==> src/rtl/tt_um_nibble_fifo.sv <==
// Four-entry byte FIFO with synchronized write/read strobes and a nibble-swapped registered head.
// Define NIBBLE_FIFO_PARITY_EN to drive the even-parity bit on uio_out[6].
module tt_um_nibble_fifo (
    input  logic       clk,
    input  logic       rst_n,
    input  logic       ena,
    input  logic [7:0] ui_in,
    input  logic [7:0] uio_in,
    output logic [7:0] uo_out,
    output logic [7:0] uio_out,
    output logic [7:0] uio_oe
);

    logic [7:0] r_mem [0:3];
    logic [1:0] r_wptr, r_rptr;
    logic [2:0] r_count;
    logic       r_wr_s1, r_wr_s2, r_wr_d, r_wr_arm;
    logic       r_rd_s1, r_rd_s2, r_rd_d, r_rd_arm;
    logic [1:0] r_fill;
    logic       r_full, r_empty, r_ovf, r_udf;
    logic [7:0] r_uo;

    logic       w_wr_p, w_rd_p, w_push, w_pop, w_par;
    logic [1:0] w_wptr_n, w_rptr_n;
    logic [2:0] w_count_n;
    logic [7:0] w_head, w_uo_n;
    logic       w_unused;

    assign w_unused = &{1'b0, uio_in[7:2]};

    // Edge detection is armed only after the synchronized strobe has been seen low,
    // so a strobe held high from reset cannot masquerade as a rising edge.
    always_ff @(posedge clk or negedge rst_n) begin
        if (!rst_n) begin
            r_wr_s1  <= 1'b0;
            r_wr_s2  <= 1'b0;
            r_wr_d   <= 1'b0;
            r_wr_arm <= 1'b0;
            r_rd_s1  <= 1'b0;
            r_rd_s2  <= 1'b0;
            r_rd_d   <= 1'b0;
            r_rd_arm <= 1'b0;
            r_fill   <= '0;
        end else begin
            r_wr_s1  <= uio_in[0];
            r_wr_s2  <= r_wr_s1;
            r_wr_d   <= r_wr_s2;
            r_wr_arm <= r_wr_arm | (r_fill[1] & ~r_wr_s2);
            r_rd_s1  <= uio_in[1];
            r_rd_s2  <= r_rd_s1;
            r_rd_d   <= r_rd_s2;
            r_rd_arm <= r_rd_arm | (r_fill[1] & ~r_rd_s2);
            r_fill   <= {r_fill[0], 1'b1};
        end
    end

    assign w_wr_p = ena & r_wr_arm & r_wr_s2 & ~r_wr_d;
    assign w_rd_p = ena & r_rd_arm & r_rd_s2 & ~r_rd_d;

    always_comb begin
        w_push    = w_wr_p & ((r_count != 3'd4) | w_rd_p);
        w_pop     = w_rd_p & (r_count != 3'd0);
        w_wptr_n  = r_wptr + {1'b0, w_push};
        w_rptr_n  = r_rptr + {1'b0, w_pop};
        w_count_n = r_count + {2'b00, w_push} - {2'b00, w_pop};
        // The new head slot may be the one being written this cycle (push into empty).
        if (w_count_n == 3'd0)
            w_head = '0;
        else if (w_push && (r_wptr == w_rptr_n))
            w_head = ui_in;
        else
            w_head = r_mem[w_rptr_n];
        w_uo_n = {w_head[3:0], w_head[7:4]};
    end

    always_ff @(posedge clk) begin
        if (w_push)
            r_mem[r_wptr] <= ui_in;
    end

    always_ff @(posedge clk or negedge rst_n) begin
        if (!rst_n) begin
            r_wptr  <= '0;
            r_rptr  <= '0;
            r_count <= '0;
            r_full  <= 1'b0;
            r_empty <= 1'b1;
            r_ovf   <= 1'b0;
            r_udf   <= 1'b0;
            r_uo    <= '0;
        end else begin
            r_wptr  <= w_wptr_n;
            r_rptr  <= w_rptr_n;
            r_count <= w_count_n;
            r_full  <= (w_count_n == 3'd4);
            r_empty <= (w_count_n == 3'd0);
            r_ovf   <= r_ovf | (w_wr_p & ~w_rd_p & (r_count == 3'd4));
            r_udf   <= r_udf | (w_rd_p & (r_count == 3'd0));
            r_uo    <= w_uo_n;
        end
    end

`ifdef NIBBLE_FIFO_PARITY_EN
    logic r_par;
    always_ff @(posedge clk or negedge rst_n) begin
        if (!rst_n)
            r_par <= 1'b0;
        else
            r_par <= ^w_uo_n;
    end
    assign w_par = r_par;
`else
    assign w_par = 1'b0;
`endif

    assign uo_out  = r_uo;
    assign uio_out = {1'b0, w_par, r_udf, r_ovf, r_empty, r_full, 2'b00};
    assign uio_oe  = 8'b1111_1100;

endmodule

==> config.mk <==
export PLATFORM = sky130hd
export DESIGN_NAME = tt_um_nibble_fifo
export DESIGN_NICKNAME = d
export VERILOG_FILES = /design/src/rtl/tt_um_nibble_fifo.sv
export SDC_FILE = /design/constraint.sdc
export NUM_CORES = 1
export LEC_CHECK = 0
export BUFFER_PORTS_ARGS = -buffer_cell sky130_fd_sc_hd__buf_2
export CAP_MARGIN = 25
export CORE_MARGIN = 10
export CORE_UTILIZATION = 47
export CTS_CLUSTER_DIAMETER = 200
export DETAILED_ROUTE_END_ITERATION = 6
export PLACE_DENSITY = 0.78
export SLEW_MARGIN = 30
export SYNTH_ARGS = -nofsm -noshare
export SYNTH_HDL_FRONTEND = slang
export SYNTH_SLANG_ARGS = --single-unit
==> constraint.sdc <==
create_clock -name clk -period 2.9 [get_ports clk]
set_input_delay 0 -clock clk [delete_from_list [all_inputs] [get_ports clk]]
set_output_delay 0 -clock clk [all_outputs]
set_load 0.05 [all_outputs]
==> results.md, run 1 <==
* Vias in the first global route at 1416
* Total negative slack at 0 ns
* WP data required at 3.10 ns
* Crit-path max FO at 9
* CP Launch Type: flip-flop
* Die area at 8636 um2
* Port bufs at 24
* CP arrival at 2.85 ns
* Vias at 1332
* Max Cap Viol at 0
* Clock root buffer master: clkbuf_8
* Worst slew margin at 56.85%
* Initial antenna violation count at 0
* Largest family of logic cells by synthesized area: multiplexers
* Critical Path Source: r_rd_d
* Cell count after synthesis at 153
* RSZ-0062 raised after global routing: no
* Max Slew Vio Count at 0
* WL final at 4220 um
* Post-synthesis simple-gate area fraction at 5.756%
* Worst R2R Start: r_rd_d
* #FFs+latches synth at 61
* Yosys warnings at 0
* Via density at 4.915
* H-tree Lvls at 3
* Mux contribution to synthesized area at 8.408%
* Setup Crit Path Kind: flip-flop to flip-flop
* Largest net degree at the start of global routing at 30
* Routed length per instance at 15.57 um
* Status: completed
* Cell area after synthesis at 2500 um2
* CTS Buf Count at 9
* Switch share at 37.09%
* Clock-pin slew on the worst setup and hold paths at 0.07 ns
* Period utilisation layout at 91.39%
* Sequential power share at 38.8%
* Die height at 92.93 um
* 1st-pass router iterations at 4
* DRC viols at 0
* R2r setup slk at 0.25 ns
* CTS tree: yes
* Worst skew pair latency at 0.33 ns
* GPL Wtd Cong at 0.7003
* Min Clock Period, post-route at 2.650 ns
* Post-Synth XOR/XNOR Area at 3.403%
* Final Hold Violating Endpoints at 0
* Die W at 92.93 um
* Yosys cell types at 32
* # IOs at 43
* Leakage at 0.001212 uW
* VDD IR max at 0.4314 mV
* Clock Skew at 0.007828 ns
* NetSw at 1113 uW
* Row count at 26
* Ant. Diodes at 0
* Nets at 220
* Pre-CTS setup slack at 0.07313 ns
* Clk pwr share at 25.0%
* Total GRT Usage at 10.39%
* Synthesis-to-finish area growth at 18.82%
* Avg Inst Size Synth at 16.34 um2
* Share of cells above drive strength 1 at 25.37%
* Core area at 5140 um2
* Final setup viols at 0
* Post-synthesis compound-gate area fraction at 4.805%
* Gr ovfl total at 0
* Pwr/cell area at 1011 nW/um2
* Crit path capture type: flip-flop
* Register area share after synthesis at 67.52%
* Clock buffer depth at 2
* Post-CTS Setup Repair Bufs at 0
* Combinational power share at 36.2%
* CTS sink cnt at 61
* Pint at 1888 uW
* Detailed placement HPWL at 2814 um
* Detailed Route Iter0 Violations at 55
* Initial Util at 48.64%
* Adder-Cell Fraction of Synth Area at 2.803%
* Fmax at 377.3 MHz
* Worst hold path class: primary input to asynchronous set/reset pin
* Final WS setup at 0.2498 ns
* First-pass GRT wire length at 6796 um
* DRT antenna net count at 0
* Least-Margin Pin Slew at 0.6472 ns
-- cell usage after synthesis --
library cell / n / share of area (%)
a31o_2: 1 / 0.35
nor3_2: 1 / 0.40
dfstp_2: 1 / 1.1
buf_4: 17 / 5.1
xor2_4: 1 / 1.1
o21bai_1: 1 / 0.30
edfxtp_1: 32 / 38
dfrtp_1: 28 / 28
nand3_1: 7 / 1.4
nor2_1: 3 / 0.45
nand2_2: 1 / 0.25
xnor3_1: 1 / 0.90
nor3b_1: 2 / 0.60
and3_1: 1 / 0.25
conb_1: 2 / 0.30
xnor2_1: 3 / 1.1
buf_2: 2 / 0.40
and2_4: 1 / 0.35
buf_6: 1 / 0.45
ha_1: 4 / 2.0
nand2_1: 1 / 0.15
a21oi_1: 8 / 1.6
nand3_2: 2 / 0.80
fa_1: 1 / 0.80
xor2_1: 1 / 0.35
nor3_1: 2 / 0.40
mux4_1: 8 / 8.4
o41ai_1: 1 / 0.35
inv_1: 7 / 1.1
o21ai_1: 8 / 1.6
a21o_1: 2 / 0.60
nand4b_1: 2 / 0.70
-- per-stage QoR --
step / instances / cell area [um2] / utilization (%) / hold slack [ns] / total power, uW
5_1_grt: 271 / 2970 / 57.79 / 0.2951 / 3157
4_1_cts: 271 / 2964 / 57.67 / 0.2274 / 3023
3_5_place_dp: 243 / 2638 / 51.31 / 0.05652 / 2252
3_3_place_gp: 243 / 2638 / 51.31 / 0.05142 / 2223
2_1_floorplan: 164 / 2541 / - / -0.2956 / 2066
6_report: 271 / 2970 / 57.79 / 0.2227 / 3002
-- critical path: stages (launching register included) --
cell	delay, ns
dfrtp_1	0.36
nand4b_1	0.23
a31o_2	0.28
ha_1	0.27
inv_1	0.06
ha_1	0.13
inv_1	0.05
fa_1	0.37
xnor2_1	0.15
xnor2_1	0.19
nor3_4	0.34
a21oi_1	0.10
-- final cells by class --
class / instances / area [um2]
clock buffers: 14 / 195.2
clock inverters: 2 / 11.26
fillers: 405 / 2170
inverters: 7 / 26.28
multi-input cells: 76 / 684.4
flip-flops and latches: 61 / 1688
well taps: 70 / 87.58
repair buffers: 41 / 277.8
-- per-layer routing --
metal | global-route usage [%] | wire length (um) | up-vias
li1 | - | - | 625
met1 | 11.05 | 1697 | 660
met2 | 16.88 | 2169 | 39
met3 | 4.600 | 270 | 8
met4 | 5.913 | 82 | 0
met5 | 0 | 0 | -
-- state kept, by name, indices dropped and copies added, names as in the netlist, 2 cells and up --
name     count
r_count      3
r_rptr       2
r_fill       2
uo_out       8
r_mem       32
r_wptr       2
-- power by group through the flow --
stage                     Combinational (uW)  Clock (uW)  Sequential, uW
after floorplan                          694           0            1370
after global placement                  1050           0            1180
after detailed placement                1070           0            1180
after CTS                               1080         772            1170
after global routing                    1160         819            1180
final                                   1090         750            1160
-- kinds of logic after synthesis --
logic type               Yosys count
XOR/XNOR                           6
AO/OA/AOI/OAI                     21
multiplexers                       8
AND/OR/NAND/NOR                   23
other                              2
flip-flops                        61
buffers and inverters             27
adder cells (fa/ha/maj)            5
-- path summary, 6_finish.rpt --
check / end / cells past startpoint
worst max-delay path: uo_out[7] / 11
max in group asynchronous: uo_out[6] / 2
min in group clk: r_wr_s1 / 2
worst min register to register: r_wr_s2 / 0
worst min-delay path: r_rd_s1 / 2
worst max register to register: uo_out[7] / 11
-- repair_timing --
item,CTS,global route
gates resized for setup,0,1
setup endpoints to repair,0,9
hold buffers,12,0
hold endpoints to repair,71,0
-- placed cells by master, fill, tap and decap left out, drive strengths merged --
cell type	Yosys	routed
o21ai	8	8
o41ai	1	1
nand4b	2	2
and2	1	1
ha	4	4
a31o	1	1
a21o	2	2
mux4	8	8
dfrtp	28	28
edfxtp	32	32
nand2	2	2
a21oi	8	8
xnor2	3	3
inv	7	8
and3	1	1
dlygate4sd3	0	12
buf	20	29
clkinv	0	1
nor2	3	3
clkbuf	0	14
o21bai	1	1
nor3b	2	2
nand3	9	9
nor3	3	3
conb	2	13
xor2	2	2
fa	1	1
xnor3	1	1
dfstp	1	1
Power figures use the tool's default switching activity.
==> run 2: changes to the inputs <==
--- a/config.mk
+++ b/config.mk
@@ -5,13 +5,14 @@
 export SDC_FILE = /design/constraint.sdc
 export NUM_CORES = 1
 export LEC_CHECK = 0
+export ABC_AREA = 1
 export BUFFER_PORTS_ARGS = -buffer_cell sky130_fd_sc_hd__buf_2
 export CAP_MARGIN = 25
 export CORE_MARGIN = 10
 export CORE_UTILIZATION = 47
 export CTS_CLUSTER_DIAMETER = 200
 export DETAILED_ROUTE_END_ITERATION = 6
-export PLACE_DENSITY = 0.78
+export PLACE_DENSITY = 0.77
 export SLEW_MARGIN = 30
 export SYNTH_ARGS = -nofsm -noshare
 export SYNTH_HDL_FRONTEND = slang
==> results.md, run 2 <==
* Status: completed
* CP Launch Type: flip-flop
* Commonest cells after routing, fill and taps aside: nand2_1 (53), edfxtp_1 (32), dfrtp_1 (28), buf_2 (24), nor2_1 (22)
* Post-synth ARST share at 47.54%
* Die height at 96.18 um
* Yosys warnings at 0
* Via density at 4.607
* GPL Wtd Cong at 0.7441
* Max reg flops at 32
* Core area at 5574 um2
* Total GRT Usage at 11.99%
* Post-CTS Setup Repair Bufs at 0
* Slowest CP cell: ha_1
* Crit path capture type: flip-flop
* Initial Util at 48.93%
* Gr ovfl total at 0
* CP arrival at 2.77 ns
* Yosys cell types at 29
* Pwr/cell area at 1029 nW/um2
* Final setup viols at 0
* WHS Path Cells at 4
* Synthesis-to-finish area growth at 14.86%
* DRC viols at 0
* Share of cells above drive strength 1 at 23.97%
* # IOs at 43
* Die W at 96.18 um
* Cell count after synthesis at 246
* Total negative slack at 0 ns
* VDD IR max at 0.5981 mV
* Clock Skew at 0.01340 ns
* First-pass GRT wire length at 8231 um
* Worst R2R Path Depth at 10
* Hold endpoint: r_udf
* Clock-pin slew on the worst setup and hold paths at 0.07 ns
* R2r setup slk at 0.35 ns
* Reg2reg end: uo_out[5]
* Worst hold path class: primary input to flip-flop
* Final Hold Violating Endpoints at 0
* Port bufs at 24
* Initial antenna violation count at 0
* WL final at 4968 um
* Max Cap Viol at 0
* Register area share after synthesis at 61.88%
* Worst skew pair latency at 0.34 ns
* Row count at 27
* Top cell family by delay on the critical path: simple AND/OR/NAND/NOR gates
* Placed Cells at 337
* Worst path bufs/invs at 1
* Area post-placement at 2844 um2
* Largest net degree at the start of global routing at 30
* Fill cell count at 482
* Detailed placement HPWL at 3145 um
* Most frequent cell after synthesis: nand2_1
* Nets at 311
* RSZ-0062 raised after global routing: no
* Area contributors post-synth: edfxtp_1 (35%), dfrtp_1 (26%), nand2_1 (7.3%)
* Period utilisation layout at 87.91%
* Vias at 1677
* Critical path cell sequence: nor3_1, nor2_1, ha_1, inv_2, nand2_1, nand2_1, nand2_1, o21ai_0, nor2_1, nor2_1
* Tot Pwr at 3224 uW
* Setup Crit Path Kind: flip-flop to flip-flop
* Avg Inst Size Synth at 11.09 um2
* CTS sink cnt at 61
* Routed length per instance at 13.65 um
* Synth cell count leaders: nand2_1 (53), edfxtp_1 (32), dfrtp_1 (28), nor2_1 (22), inv_1 (17)
* 1st-pass router iterations at 4
* Min Clock Period, post-route at 2.549 ns
* Die area at 9251 um2
* H-tree Lvls at 3
* Least-Margin Pin Slew at 0.7597 ns
* CTS tree: yes
* Worst slew margin at 49.35%
* Biggest register: r_mem
* Fmax at 392.2 MHz
* Cell area after synthesis at 2728 um2
* Number of enable flip-flop cells after synthesis at 32
* Finished Cell Area at 3133 um2
* Synth area leader: edfxtp_1
* Worst R2R Start: r_count[1]
* CTS Buf Count at 9
* DRT antenna net count at 0
* Post-synth top area share at 35.23%
* Crit-path max FO at 19
* Commonest non-fill, non-tap cell in the layout: nand2_1
* Max incr delay on CP at 0.79 ns
* Ant. Diodes at 0
* Clock root buffer master: clkbuf_8
* Clock buffer depth at 2
* Post-Layout Cell Count at 364
* Max Slew Vio Count at 0
* Primary FF master, synth: edfxtp_1
* #FFs+latches synth at 61
* WP data required at 3.12 ns
* Detailed Route Iter0 Violations at 108
* Vias in the first global route at 1740
* Leakage at 0.001452 uW
* Worst hold start: ena
==> run 2: cell type report <==
type	count	area [um2]	share of cell area [%]
Sequential cell	61	1688	53.87
Multi-Input combinational cell	153	829.5	26.48
Timing Repair Buffer	39	260.3	8.307
Clock buffer	13	160.2	5.112
Tap cell	72	90.09	2.875
Inverter	23	86.33	2.756
Clock inverter	3	18.77	0.5990
==> run 2: timing repair <==
| item | in CTS | in global routing |
|---|---|---|
| hold buffers | 11 | 0 |
| endpoints found under the hold margin | 62 | 0 |
| resized for setup | 0 | 0 |
==> run 2: worst max path at each step <==
stage	start	endpoint	slack (ns)	cells after the start
floorplan	r_count[1]	uo_out[3]	0.62	15
global placement	r_count[1]	uo_out[5]	0.41	10
finish	r_count[1]	uo_out[5]	0.35	10
CTS	r_count[1]	uo_out[5]	0.37	10
detailed placement	r_count[1]	uo_out[4]	0.39	15
global route	r_count[1]	uo_out[0]	0.09	8
==> run 2: power breakdown <==
part	switching, uW	internal [uW]	total, uW
clock	321	362	683
combinational	953	413	1370
sequential	96.0	1080	1180
==> run 2: layer usage <==
metal	share of wire (%)	track usage [%]	vias to the layer above
met5	0	0	-
met4	2.3	6.265	0
met3	7.5	4.358	12
met2	49	20.57	45
met1	41	12.61	774
li1	-	-	846
==> run 2: worst reg2reg max path, delay by kind of cell (launching register included) <==
| kind | cells | cell delay, ns |
|---|---|---|
| and+or+nand+nor | 7 | 0.80 |
| adders and majority gates | 1 | 0.80 |
| DFF | 1 | 0.46 |
| buffers and inverters | 1 | 0.30 |
| AOI/OAI and AO/OA | 1 | 0.07 |
==> run 2: cell families after synthesis <==
kind of cell | share of synthesized area (%)
flops | 61.88
xor+xnor | 1.973
buf+inv | 9.220
compound gates | 3.670
other cells | 0.2753
simple gates | 20.41
fa+ha+maj | 2.569
==> run 2: stage by stage <==
stage          utilization, %  setup slack, ns  hold slack, ns
3_5_place_dp            51.02           0.3946         0.08324
4_1_cts                 56.21           0.3750         0.07335
2_1_floorplan               -           0.6218         -0.2956
6_report                56.21           0.3506         0.08323
3_3_place_gp            51.02           0.4110         0.07133
5_1_grt                 56.21          0.09168          0.1148
==> run 3: changes to the inputs <==
--- a/config.mk
+++ b/config.mk
@@ -12,7 +12,7 @@
 export CORE_UTILIZATION = 47
 export CTS_CLUSTER_DIAMETER = 200
 export DETAILED_ROUTE_END_ITERATION = 6
-export PLACE_DENSITY = 0.77
+export PLACE_DENSITY = 0.8
 export SLEW_MARGIN = 30
 export SYNTH_ARGS = -nofsm -noshare
 export SYNTH_HDL_FRONTEND = slang
==> constraint.sdc (replaced) <==
create_clock -name clk -period 2.21 [get_ports clk]
set_input_delay 0 -clock clk [delete_from_list [all_inputs] [get_ports clk]]
set_output_delay 0 -clock clk [all_outputs]
set_load 0.05 [all_outputs]
==> results.md, run 3 (synthesis gave the netlist of run 2 again) <==
* Worst path bufs/invs at 4
* Largest net degree at the start of global routing at 30
* Initial antenna violation count at 0
* Post-Layout Cell Count at 381
* GPL Wtd Cong at 0.7307
* CP Launch Type: flip-flop
* Min Hold Slack at 0.08527 ns
* DRT antenna net count at 0
* Fmax at 425.1 MHz
* Finished Cell Area at 3357 um2
* Fill cell count at 441
* Commonest non-fill, non-tap cell in the layout: nand2_1
* Setup Crit Path Kind: flip-flop to flip-flop
* Detailed placement HPWL at 3429 um
* 1st-pass router iterations at 4
* Biggest register: r_mem
* Least-Margin Pin Slew at 0.6583 ns
* Leakage at 0.001539 uW
* Vias in the first global route at 1834
* Detailed Route Iter0 Violations at 129
* Status: finished with violations
* Crit-path max FO at 4
* CTS Buf Count at 9
* Max Slew Vio Count at 0
* Top cell family by delay on the critical path: adder cells
* CP arrival at 2.59 ns
* First-pass GRT wire length at 8825 um
* Ant. Diodes at 0
* Worst slew margin at 56.11%
* Commonest cells after routing, fill and taps aside: nand2_1 (49), edfxtp_1 (32), dfrtp_1 (28), buf_2 (24), nor2_1 (19)
* WP data required at 2.44 ns
* Failing checks: setup timing
* Max reg flops at 32
* H-tree Lvls at 3
* Gr ovfl total at 0
* Slowest CP cell: fa_2
* Pwr/cell area at 1383 nW/um2
* Vias at 1831
* Crit path capture type: flip-flop
* Tot Pwr at 4641 uW
* Row count at 27
* Placed Cells at 351
* Clock-pin slew on the worst setup and hold paths at 0.07 ns
* Clock buffer depth at 2
* Die height at 96.18 um
* # IOs at 43
* Final WS setup at -0.1423 ns
* Period utilisation layout at 106.4%
* Final setup viols at 10
* Routed length per instance at 14.71 um
* CTS tree: yes
* Synthesis-to-finish area growth at 23.07%
* Port bufs at 24
* DRC viols at 0
* VDD IR max at 0.8112 mV
* Worst skew pair latency at 0.34 ns
* Initial Util at 48.93%
* Area post-placement at 2998 um2
* Worst hold path class: primary input to flip-flop
* Nets at 328
* WL final at 5604 um
* CP most frequent cell: inv_2
* RSZ-0062 raised after global routing: yes
* Max incr delay on CP at 0.51 ns
* Max Cap Viol at 0
* CTS sink cnt at 61
* Pre-CTS setup slack at -0.09853 ns
* Clock Skew at 0.009884 ns
* Die W at 96.18 um
* Final Hold Violating Endpoints at 0
* Die area at 9251 um2
* Min Clock Period, post-route at 2.352 ns
* Total GRT Usage at 12.83%
* Share of cells above drive strength 1 at 33.98%
* Critical path cell sequence: nor2_1, nand2_2, inv_2, nand2_4, nand2_8, ha_4, inv_2, ha_4, inv_2, fa_2, inv_2, nor2_4, nand2_2, nand2_1, nor2_1
* Core area at 5574 um2
* Via density at 4.806
* Clock root buffer master: clkbuf_8
==> run 3: cell count changes in the layout (fill, tap and decap cells not counted), sizes merged <==
cell and change:
inv -1, clkinv +5, buf +16, clkbuf -4, nand2 +1
==> run 3: what timing repair did <==
item / in CTS / in global routing
endpoints found under the setup margin: 10 / 10
resized for setup: 10 / 6
hold buffers: 11 / 0
gates cloned: 1 / 0
pin swaps: 2 / 2
buffers inserted: 2 / 0
endpoints found under the hold margin: 62 / 0
==> run 3: per-stage QoR <==
stage               setup TNS [ns]  utilization [%]
finish                      -1.151            60.22
detailed placement         -0.7155            53.78
floorplan                        0                -
global route                -1.768            60.22
global placement           -0.2272            53.78
CTS                        -0.8468            59.84
==> run 3: tightest hold or removal path, delay by kind of cell <==
family | cells | cell delay [ns]
AOI/OAI and AO/OA | 1 | 0.17
buffers and inverters | 1 | 0.11
and+or+nand+nor | 2 | 0.11
==> run 3: layer usage <==
| layer | vias up | global-route usage, % | wire (um) |
|---|---|---|---|
| met3 | 15 | 5.136 | 408 |
| met5 | - | 0 | 0 |
| met1 | 866 | 14.09 | 2157 |
| li1 | 883 | - | - |
| met4 | 0 | 6.143 | 142 |
| met2 | 67 | 21.24 | 2896 |
==> run 3: where the power goes <==
group	switching [uW]	internal [uW]	total, uW
logic	1460	773	2240
registers	127	1420	1540
clock network	452	409	860
total	2040	2600	4640
==> run 3: final cells by class <==
| type | instances | area, um2 | area share (%) |
|---|---|---|---|
| Timing Repair Buffer | 55 | 405.4 | 12.08 |
| Multi-Input combinational cell | 154 | 910.9 | 27.13 |
| Sequential cell | 61 | 1688 | 50.28 |
| Inverter | 23 | 86.33 | 2.572 |
| Tap cell | 72 | 90.09 | 2.684 |
| Clock buffer | 9 | 123.9 | 3.690 |
| Clock inverter | 7 | 52.55 | 1.565 |
==> run 3: path summary, 6_finish.rpt <==
kind | cells past startpoint | slack (ns) | startpoint | endpoint
worst max-delay path | 15 | -0.14 | r_count[0] | uo_out[5]
worst min-delay path | 4 | 0.09 | ena | r_udf
worst max register to register | 15 | -0.14 | r_count[0] | uo_out[5]
worst min register to register | 0 | 0.35 | r_fill[0] | r_fill[1]
max in group asynchronous | 2 | 1.55 | rst_n | r_rd_s1
min in group asynchronous | 2 | 0.23 | rst_n | r_wr_arm
